`src/rtl/fifo_uart_tx.sv`:
```
// ---------------------------------------------------------------------------
// fifo_uart_tx
//
// Pops words from a first-word-fall-through FIFO and sends each one as an
// asynchronous UART frame: start bit, DATA_BITS data bits LSB first, an
// optional parity bit, then STOP_BITS stop bits. Frames run back to back
// with no idle gap while tx_enable is high and the FIFO has data.
//
// Ports:
//   clk         system clock, all state changes on the rising edge
//   reset       asynchronous, active-low reset
//   fifo_data   FIFO head word, valid whenever fifo_empty is low
//   fifo_empty  FIFO empty flag
//   fifo_rd     one-clock pop strobe, issued once per frame
//   tx_enable   permits new frames to start
//   txd         serial output, idles high
//   busy        high while a frame is in progress
// ---------------------------------------------------------------------------
module fifo_uart_tx #(
    parameter int CLKS_PER_BIT = 217,
    parameter int DATA_BITS    = 8,
    parameter int PARITY_EN    = 0,
    parameter int PARITY_ODD   = 0,
    parameter int STOP_BITS    = 1
) (
    input  logic                 clk,
    input  logic                 reset,
    input  logic [DATA_BITS-1:0] fifo_data,
    input  logic                 fifo_empty,
    output logic                 fifo_rd,
    input  logic                 tx_enable,
    output logic                 txd,
    output logic                 busy
);

    localparam int                BAUD_W    = (CLKS_PER_BIT > 1) ? $clog2(CLKS_PER_BIT) : 1;
    localparam logic [BAUD_W-1:0] BAUD_LAST = BAUD_W'(CLKS_PER_BIT - 1);
    localparam logic [2:0]        DATA_LAST = 3'(DATA_BITS - 1);
    localparam logic [2:0]        STOP_LAST = 3'(STOP_BITS - 1);
    localparam logic              ODD_SEL   = (PARITY_ODD != 0);

    typedef enum logic [2:0] {
        IDLE,
        START,
        DATA,
        PARITY,
        STOP
    } state_t;

    state_t                 state_q, state_d;
    logic [BAUD_W-1:0]      baud_q, baud_d;
    logic [2:0]             bit_idx_q, bit_idx_d;
    logic [DATA_BITS-1:0]   shift_q, shift_d;
    logic                   parity_q, parity_d;
    logic                   txd_q, txd_d;
    logic                   fifo_rd_q, fifo_rd_d;
    logic                   busy_q, busy_d;
    logic                   bit_end;
    logic                   launch;

    // Next-state logic. The shift register is consumed as data bits go out,
    // so the parity bit is computed once from the whole word at launch time.
    // bit_idx_q is reused to count stop bits when STOP_BITS is 2.
    always_comb begin
        state_d   = state_q;
        baud_d    = baud_q;
        bit_idx_d = bit_idx_q;
        shift_d   = shift_q;
        parity_d  = parity_q;
        txd_d     = txd_q;
        fifo_rd_d = 1'b0;
        launch    = 1'b0;
        bit_end   = (baud_q == BAUD_LAST);

        if (state_q != IDLE) begin
            baud_d = bit_end ? '0 : baud_q + BAUD_W'(1);
        end

        case (state_q)
            IDLE: begin
                baud_d = '0;
                txd_d  = 1'b1;
                if (tx_enable && !fifo_empty) begin
                    launch = 1'b1;
                end
            end
            START: begin
                if (bit_end) begin
                    state_d   = DATA;
                    bit_idx_d = '0;
                    txd_d     = shift_q[0];
                end
            end
            DATA: begin
                if (bit_end) begin
                    if (bit_idx_q == DATA_LAST) begin
                        bit_idx_d = '0;
                        if (PARITY_EN != 0) begin
                            state_d = PARITY;
                            txd_d   = parity_q;
                        end else begin
                            state_d = STOP;
                            txd_d   = 1'b1;
                        end
                    end else begin
                        bit_idx_d = bit_idx_q + 3'd1;
                        shift_d   = shift_q >> 1;
                        txd_d     = shift_q[1];
                    end
                end
            end
            PARITY: begin
                if (bit_end) begin
                    state_d   = STOP;
                    bit_idx_d = '0;
                    txd_d     = 1'b1;
                end
            end
            STOP: begin
                if (bit_end) begin
                    if (bit_idx_q == STOP_LAST) begin
                        // Last stop clock: chain straight into the next frame
                        // when possible, otherwise fall back to idle.
                        if (tx_enable && !fifo_empty) begin
                            launch = 1'b1;
                        end else begin
                            state_d   = IDLE;
                            bit_idx_d = '0;
                        end
                    end else begin
                        bit_idx_d = bit_idx_q + 3'd1;
                    end
                end
            end
            default: begin
                state_d   = IDLE;
                baud_d    = '0;
                bit_idx_d = '0;
                txd_d     = 1'b1;
            end
        endcase

        if (launch) begin
            state_d   = START;
            shift_d   = fifo_data;
            parity_d  = (^fifo_data) ^ ODD_SEL;
            txd_d     = 1'b0;
            fifo_rd_d = 1'b1;
            baud_d    = '0;
            bit_idx_d = '0;
        end

        busy_d = (state_d != IDLE);
    end

    // State and output registers; reset truncates any frame in flight.
    always_ff @(posedge clk or negedge reset) begin
        if (!reset) begin
            state_q   <= IDLE;
            baud_q    <= '0;
            bit_idx_q <= '0;
            shift_q   <= '0;
            parity_q  <= 1'b0;
            txd_q     <= 1'b1;
            fifo_rd_q <= 1'b0;
            busy_q    <= 1'b0;
        end else begin
            state_q   <= state_d;
            baud_q    <= baud_d;
            bit_idx_q <= bit_idx_d;
            shift_q   <= shift_d;
            parity_q  <= parity_d;
            txd_q     <= txd_d;
            fifo_rd_q <= fifo_rd_d;
            busy_q    <= busy_d;
        end
    end

    assign txd     = txd_q;
    assign fifo_rd = fifo_rd_q;
    assign busy    = busy_q;

endmodule

```
`config.mk`:
```
export PLATFORM = sky130hd
export DESIGN_NAME = fifo_uart_tx
export DESIGN_NICKNAME = d
export VERILOG_FILES = /design/src/rtl/fifo_uart_tx.sv
export SDC_FILE = /design/constraint.sdc
export NUM_CORES = 1
export LEC_CHECK = 0
export ABC_AREA = 1
export CAP_MARGIN = 10
export CORE_MARGIN = 10
export CORE_UTILIZATION = 40
export CTS_BUF_LIST = sky130_fd_sc_hd__clkbuf_8
export DETAILED_ROUTE_END_ITERATION = 10
export SLEW_MARGIN = 30
export SYNTH_ARGS = -nofsm -noshare
export SYNTH_HDL_FRONTEND = slang
export SYNTH_SLANG_ARGS = --single-unit
```
`constraint.sdc`:
```
create_clock -name clk -period 1.99 [get_ports clk]
set_input_delay 0.398 -clock clk [delete_from_list [all_inputs] [get_ports clk]]
set_output_delay 0.398 -clock clk [all_outputs]
set_load 0.01 [all_outputs]
```
==> run summary, run 1 <==
CTS max path bufs = 2
Layout Skew = 0.00505 ns
Initial DRT Pass Iterations = 4
placed cell count = 255
worst-margin pin slew = 0.478 ns
layout net count = 231
IO Pins = 15
fin crit share = 0.876
post_cts resized = 0
# diodes = 0
Fin. Hold Viols = 0
Via-to-Cell Ratio = 4.85
r2r worst-path depth = 7
Non-Filler Instances = 259
RSZ-0062 raised after global routing = no
dpl cell area = 1650 um2
largest net degree at the start of global routing = 26
Pwr per Cell Area = 868 nW/um2
Final GP Congestion = 0.834
synthesized net count = 213
commonest non-fill, non-tap cells in the layout = nand2_1 (51), inv_1 (27), nor2_1 (24), dfrtp_1 (24), nand3_1 (20)
register area = 627 um2
YS warnings = 0
max-slew violation count = 0
maximum capacitance violations = 0
Multi-input gate area = 711 um2
average wire per standard cell = 11.6 um
share of cells above drive strength 1 = 0.0845
Hold WC Path Type = in -> async
die width = 80.5 um
clk sinks = 25
Worst Path Required = 2.18 ns
hold_buf cts = 0
Vias = 1255
post-layout min period = 1.74 ns
post-route worst setup slack = 0.248 ns
Yosys top cell area share = 0.410
crit path max fanout = 7
initial antenna violation count = 0
drt total wl = 3000 um
Crit Path Class = reg -> reg
worst reg2reg path startpoint = bit_idx_q[0]$_DFFE_PN0P_
status = finished, final reports clean
CTS Root Cell = clkbuf_8
Total Power = 1.47 mW
Yosys cell types = 24
FP Rows = 21
worst-skew pair later-pin latency = 0.27 ns
Core ar. = 3440 um2
Worst slew margin = 0.679
peak supply drop = 0.411 mV
Initial DRC Count = 89
Setup crit end kind = flip-flop
htree depth = 1
register area share after synthesis = 0.428
gr ovfl total = 0
Synth Cell Area = 1470 um2
Synth area leader = dfrtp_1
# setup viols final = 0
Final ANT Viol Nets = 0
Post-CTS Setup Bufs = 0
leading cell type in the layout, fill and taps excluded = nand2_1
Final Cell Area = 1700 um2
overall global routing resource usage = 0.0989
Synth Instances = 196
Port Buffers = 14
Synth Register Bits = 25
CP Launch Type = flip-flop
top post-synthesis cells by area = dfrtp_1 (41%), nand2_1 (13%), inv_1 (6.9%)
post-DP HPWL = 2280 um
FF-to-FF End = shift_q[4]$_DFFE_PN0P_
maximum clock frequency = 574 MHz
TritonCTS clock tree = built
Area growth syn-to-layout = 15.9%
total negative slack = 0 ns
DRC violations left = 0
pre-CTS setup slack = 0.210 ns
first-pass GRT wire length = 5260 um
r2r setup slk = 0.25 ns
vias in the first global route = 1214
Avg Cell Area, Syn = 7.48 um2
die height = 80.5 um
DIE AREA = 6480 um2
Initial Utilization = 0.426
WP data arrival = 1.93 ns
Fill cells = 340
Lkg Pwr = 0.825 nW
CTS clk-pin slew, worst paths = 0.09 ns
total CTS buffers = 3
[cells by family (layout without fill, tap and decap cells)]
kind of cell | after synthesis | in the layout | synth area share
and+or+nand+nor | 118 | 118 | 0.366
buffers and inverters | 31 | 48 | 0.0871
DFF | 25 | 25 | 0.428
AOI/OAI and AO/OA | 12 | 12 | 0.0470
adders and majority gates | 5 | 5 | 0.0427
xor gates and xnor gates | 5 | 5 | 0.0299
[synth_stat cells]
cell and count:
a21oi_1 1, a31oi_1 5, buf_4 1, buf_6 1, dfrtp_1 24, dfstp_2 1, ha_1 5, inv_1 27
inv_2 2, nand2_1 51, nand2_2 6, nand3_1 20, nand3b_1 2, nand4_1 5, nor2_1 24, nor2_2 2
nor3_1 6, nor4_4 1, o21a_1 1, o21ai_0 4, o21ai_1 1, or2_2 1, xnor2_1 1, xor2_1 4
[where the power goes]
part | leakage (nW) | switching (mW) | internal [mW]
clock | 0.0255 | 0.163 | 0.140
combinational | 0.490 | 0.213 | 0.191
sequential | 0.310 | 0.118 | 0.648
total | 0.825 | 0.494 | 0.979
[state kept, by name, indices dropped and copies added (netlist names)]
register   count
bit_idx_q      3
shift_q        8
busy           1
fifo_rd        1
txd            1
baud_q         8
state_q        3
[per-stage QoR]
stage / utilization / hold WS (ns)
2_1_floorplan: - / 0.102
3_3_place_gp: 0.480 / 0.464
3_5_place_dp: 0.480 / 0.478
4_1_cts: 0.493 / 0.491
5_1_grt: 0.493 / 0.521
6_report: 0.493 / 0.484
[area by class of cell]
type,instances,share of cell area
Tap cell,46,0.0339
Inverter,29,0.0641
Clock inverter,1,0.00295
Timing Repair Buffer,15,0.0870
Sequential cell,25,0.369
Clock buffer,3,0.0243
Multi-Input combinational cell,140,0.419
[how the worst max path moves through the flow]
stage / to / from / depth (start not counted)
after global placement: shift_q[4]$_DFFE_PN0P_ / bit_idx_q[0]$_DFFE_PN0P_ / 7
after detailed placement: shift_q[0]$_DFFE_PN0P_ / fifo_empty / 8
after floorplan: shift_q[2]$_DFFE_PN0P_ / bit_idx_q[0]$_DFFE_PN0P_ / 7
final: shift_q[4]$_DFFE_PN0P_ / bit_idx_q[0]$_DFFE_PN0P_ / 7
after global routing: shift_q[4]$_DFFE_PN0P_ / bit_idx_q[0]$_DFFE_PN0P_ / 7
after CTS: shift_q[4]$_DFFE_PN0P_ / bit_idx_q[0]$_DFFE_PN0P_ / 7
[critical path, stage by stage (launching register included)]
cell and delay (ns):
dfrtp_1 0.41, ha_1 0.21, ha_1 0.21, nor2_1 0.13
nand2_1 0.14, nor2_2 0.28, nand2_1 0.08, a31oi_1 0.19
[layer usage]
layer / up-vias / wire length (um) / GRT usage
met5: - / 0 / 0
met4: 0 / 43 / 0.0458
met3: 5 / 95 / 0.0200
met2: 21 / 1360 / 0.157
met1: 569 / 1510 / 0.125
li1: 660 / - / -
No activity file was read; power rests on OpenSTA's default activity.
==> run 2, diff against run 1 <==
--- a/config.mk
+++ b/config.mk
@@ -8,9 +8,10 @@
 export ABC_AREA = 1
 export CAP_MARGIN = 10
 export CORE_MARGIN = 10
-export CORE_UTILIZATION = 40
+export CORE_UTILIZATION = 45
 export CTS_BUF_LIST = sky130_fd_sc_hd__clkbuf_8
 export DETAILED_ROUTE_END_ITERATION = 10
+export PLACE_DENSITY = 0.66
 export SLEW_MARGIN = 30
 export SYNTH_ARGS = -nofsm -noshare
 export SYNTH_HDL_FRONTEND = slang
==> run 2 against run 1 <==
Net effect: non-clock buffer count stayed put; flip-flop and latch count stayed put; via count is 1.6% higher.
==> run summary, run 2 (synthesized netlist as in run 1, its figures left out) <==
Core ar. = 3080 um2
vias in the first global route = 1312
Port Buffers = 14
worst path bufs/invs = 1
share of cells above drive strength 1 = 0.0798
Final GP Congestion = 0.844
overall global routing resource usage = 0.112
Setup crit end = txd
Hold WC Path Type = reg -> reg
r2r worst-path depth = 7
Via-to-Cell Ratio = 4.96
Initial Utilization = 0.476
WP depth = 1
CP cell instances = clkdlybuf4s50_1
Worst slew margin = 0.676
crit path max fanout = 2
CP max-delay cell = dfstp_2
Worst Path Required = 1.59 ns
total negative slack = 0 ns
Final ANT Viol Nets = 0
status = finished, final reports clean
Vias = 1275
post-DP HPWL = 2370 um
FP Rows = 20
Area growth syn-to-layout = 15.6%
leading cell type in the layout, fill and taps excluded = nand2_1
Layout Skew = 0.00196 ns
final core utilization = 0.550
max-slew violation count = 0
htree depth = 1
IO Pins = 15
worst reg2reg path startpoint = bit_idx_q[0]$_DFFE_PN0P_
max incr delay on CP = 0.54 ns
FF-to-FF End = shift_q[2]$_DFFE_PN0P_
peak supply drop = 0.528 mV
Regs by FF count = baud_q x8, shift_q x8
worst-skew pair later-pin latency = 0.26 ns
Top delay family on crit path = flip-flops
largest net degree at the start of global routing = 26
Fill cells = 315
total CTS buffers = 3
# diodes = 0
Fin. Hold Viols = 0
layout net count = 231
CP Launch Type = flip-flop
Crit Path Class = reg -> out
maximum clock frequency = 578 MHz
die width = 77.1 um
Post-CTS Setup Bufs = 0
Pwr per Cell Area = 866 nW/um2
hold depth = 2
DIE AREA = 5940 um2
fin crit share = 0.869
# setup viols final = 0
maximum capacitance violations = 0
initial antenna violation count = 0
CTS clk-pin slew, worst paths = 0.08 ns
CTS max path bufs = 2
RSZ-0062 raised after global routing = no
Critical Path Source = txd$_DFFE_PN1P_
average wire per standard cell = 12.2 um
first-pass GRT wire length = 5700 um
commonest non-fill, non-tap cells in the layout = nand2_1 (51), inv_1 (28), nor2_1 (24), dfrtp_1 (24), nand3_1 (20)
CTS Root Cell = clkbuf_8
post-layout min period = 1.73 ns
post_cts resized = 0
Setup crit end kind = output port
DRC violations left = 0
hold_buf cts = 0
Initial DRT Pass Iterations = 4
drt total wl = 3130 um
die height = 77.1 um
Lkg Pwr = 0.827 nW
r2r setup slk = 0.27 ns
clk sinks = 25
WP data arrival = 1.33 ns
TritonCTS clock tree = built
worst-margin pin slew = 0.483 ns
Initial DRC Count = 117
gr ovfl total = 0
==> run 2: how the worst min path moves through the flow <==
stage          slack (ns)            start                     to
2_1_floorplan        0.10            reset  baud_q[0]$_DFFE_PN0P_
3_3_place_gp         0.47  txd$_DFFE_PN1P_        txd$_DFFE_PN1P_
3_5_place_dp         0.47  txd$_DFFE_PN1P_        txd$_DFFE_PN1P_
4_1_cts              0.48  txd$_DFFE_PN1P_        txd$_DFFE_PN1P_
5_1_grt              0.51            reset  baud_q[3]$_DFFE_PN0P_
6_report             0.48  txd$_DFFE_PN1P_        txd$_DFFE_PN1P_
==> run 2: final cells by class <==
class / count / area, um2 / area share
repair buffers: 15 / 148 / 0.0871
clock inverters: 1 / 3.75 / 0.00222
inverters: 29 / 109 / 0.0643
clock buffers: 3 / 41.3 / 0.0244
well taps: 44 / 55.1 / 0.0325
multi-input cells: 140 / 711 / 0.419
flip-flops and latches: 25 / 627 / 0.370
==> run 2: layer usage <==
layer	global-route usage	routed length (um)	vias up
li1	-	-	655
met1	0.149	1540	588
met2	0.178	1440	30
met3	0.0210	130	2
met4	0.0383	17	0
met5	0	0	-
==> run 2: where the power goes <==
part | internal, mW | leakage [nW] | total [mW] | switching (mW)
registers | 0.648 | 0.310 | 0.770 | 0.122
clock network | 0.138 | 0.0269 | 0.291 | 0.153
logic | 0.191 | 0.490 | 0.406 | 0.215
total | 0.976 | 0.827 | 1.47 | 0.490
==> run 2: metrics by stage <==
step	area, um2	cells	power, mW	worst slack, ns	hold WS (ns)
2_1_floorplan	1470	196	1.05	0.515	0.102
3_3_place_gp	1650	253	1.17	0.280	0.466
3_5_place_dp	1650	253	1.19	0.235	0.470
4_1_cts	1690	257	1.49	0.243	0.483
5_1_grt	1690	257	1.60	0.0726	0.513
6_report	1690	257	1.47	0.261	0.477
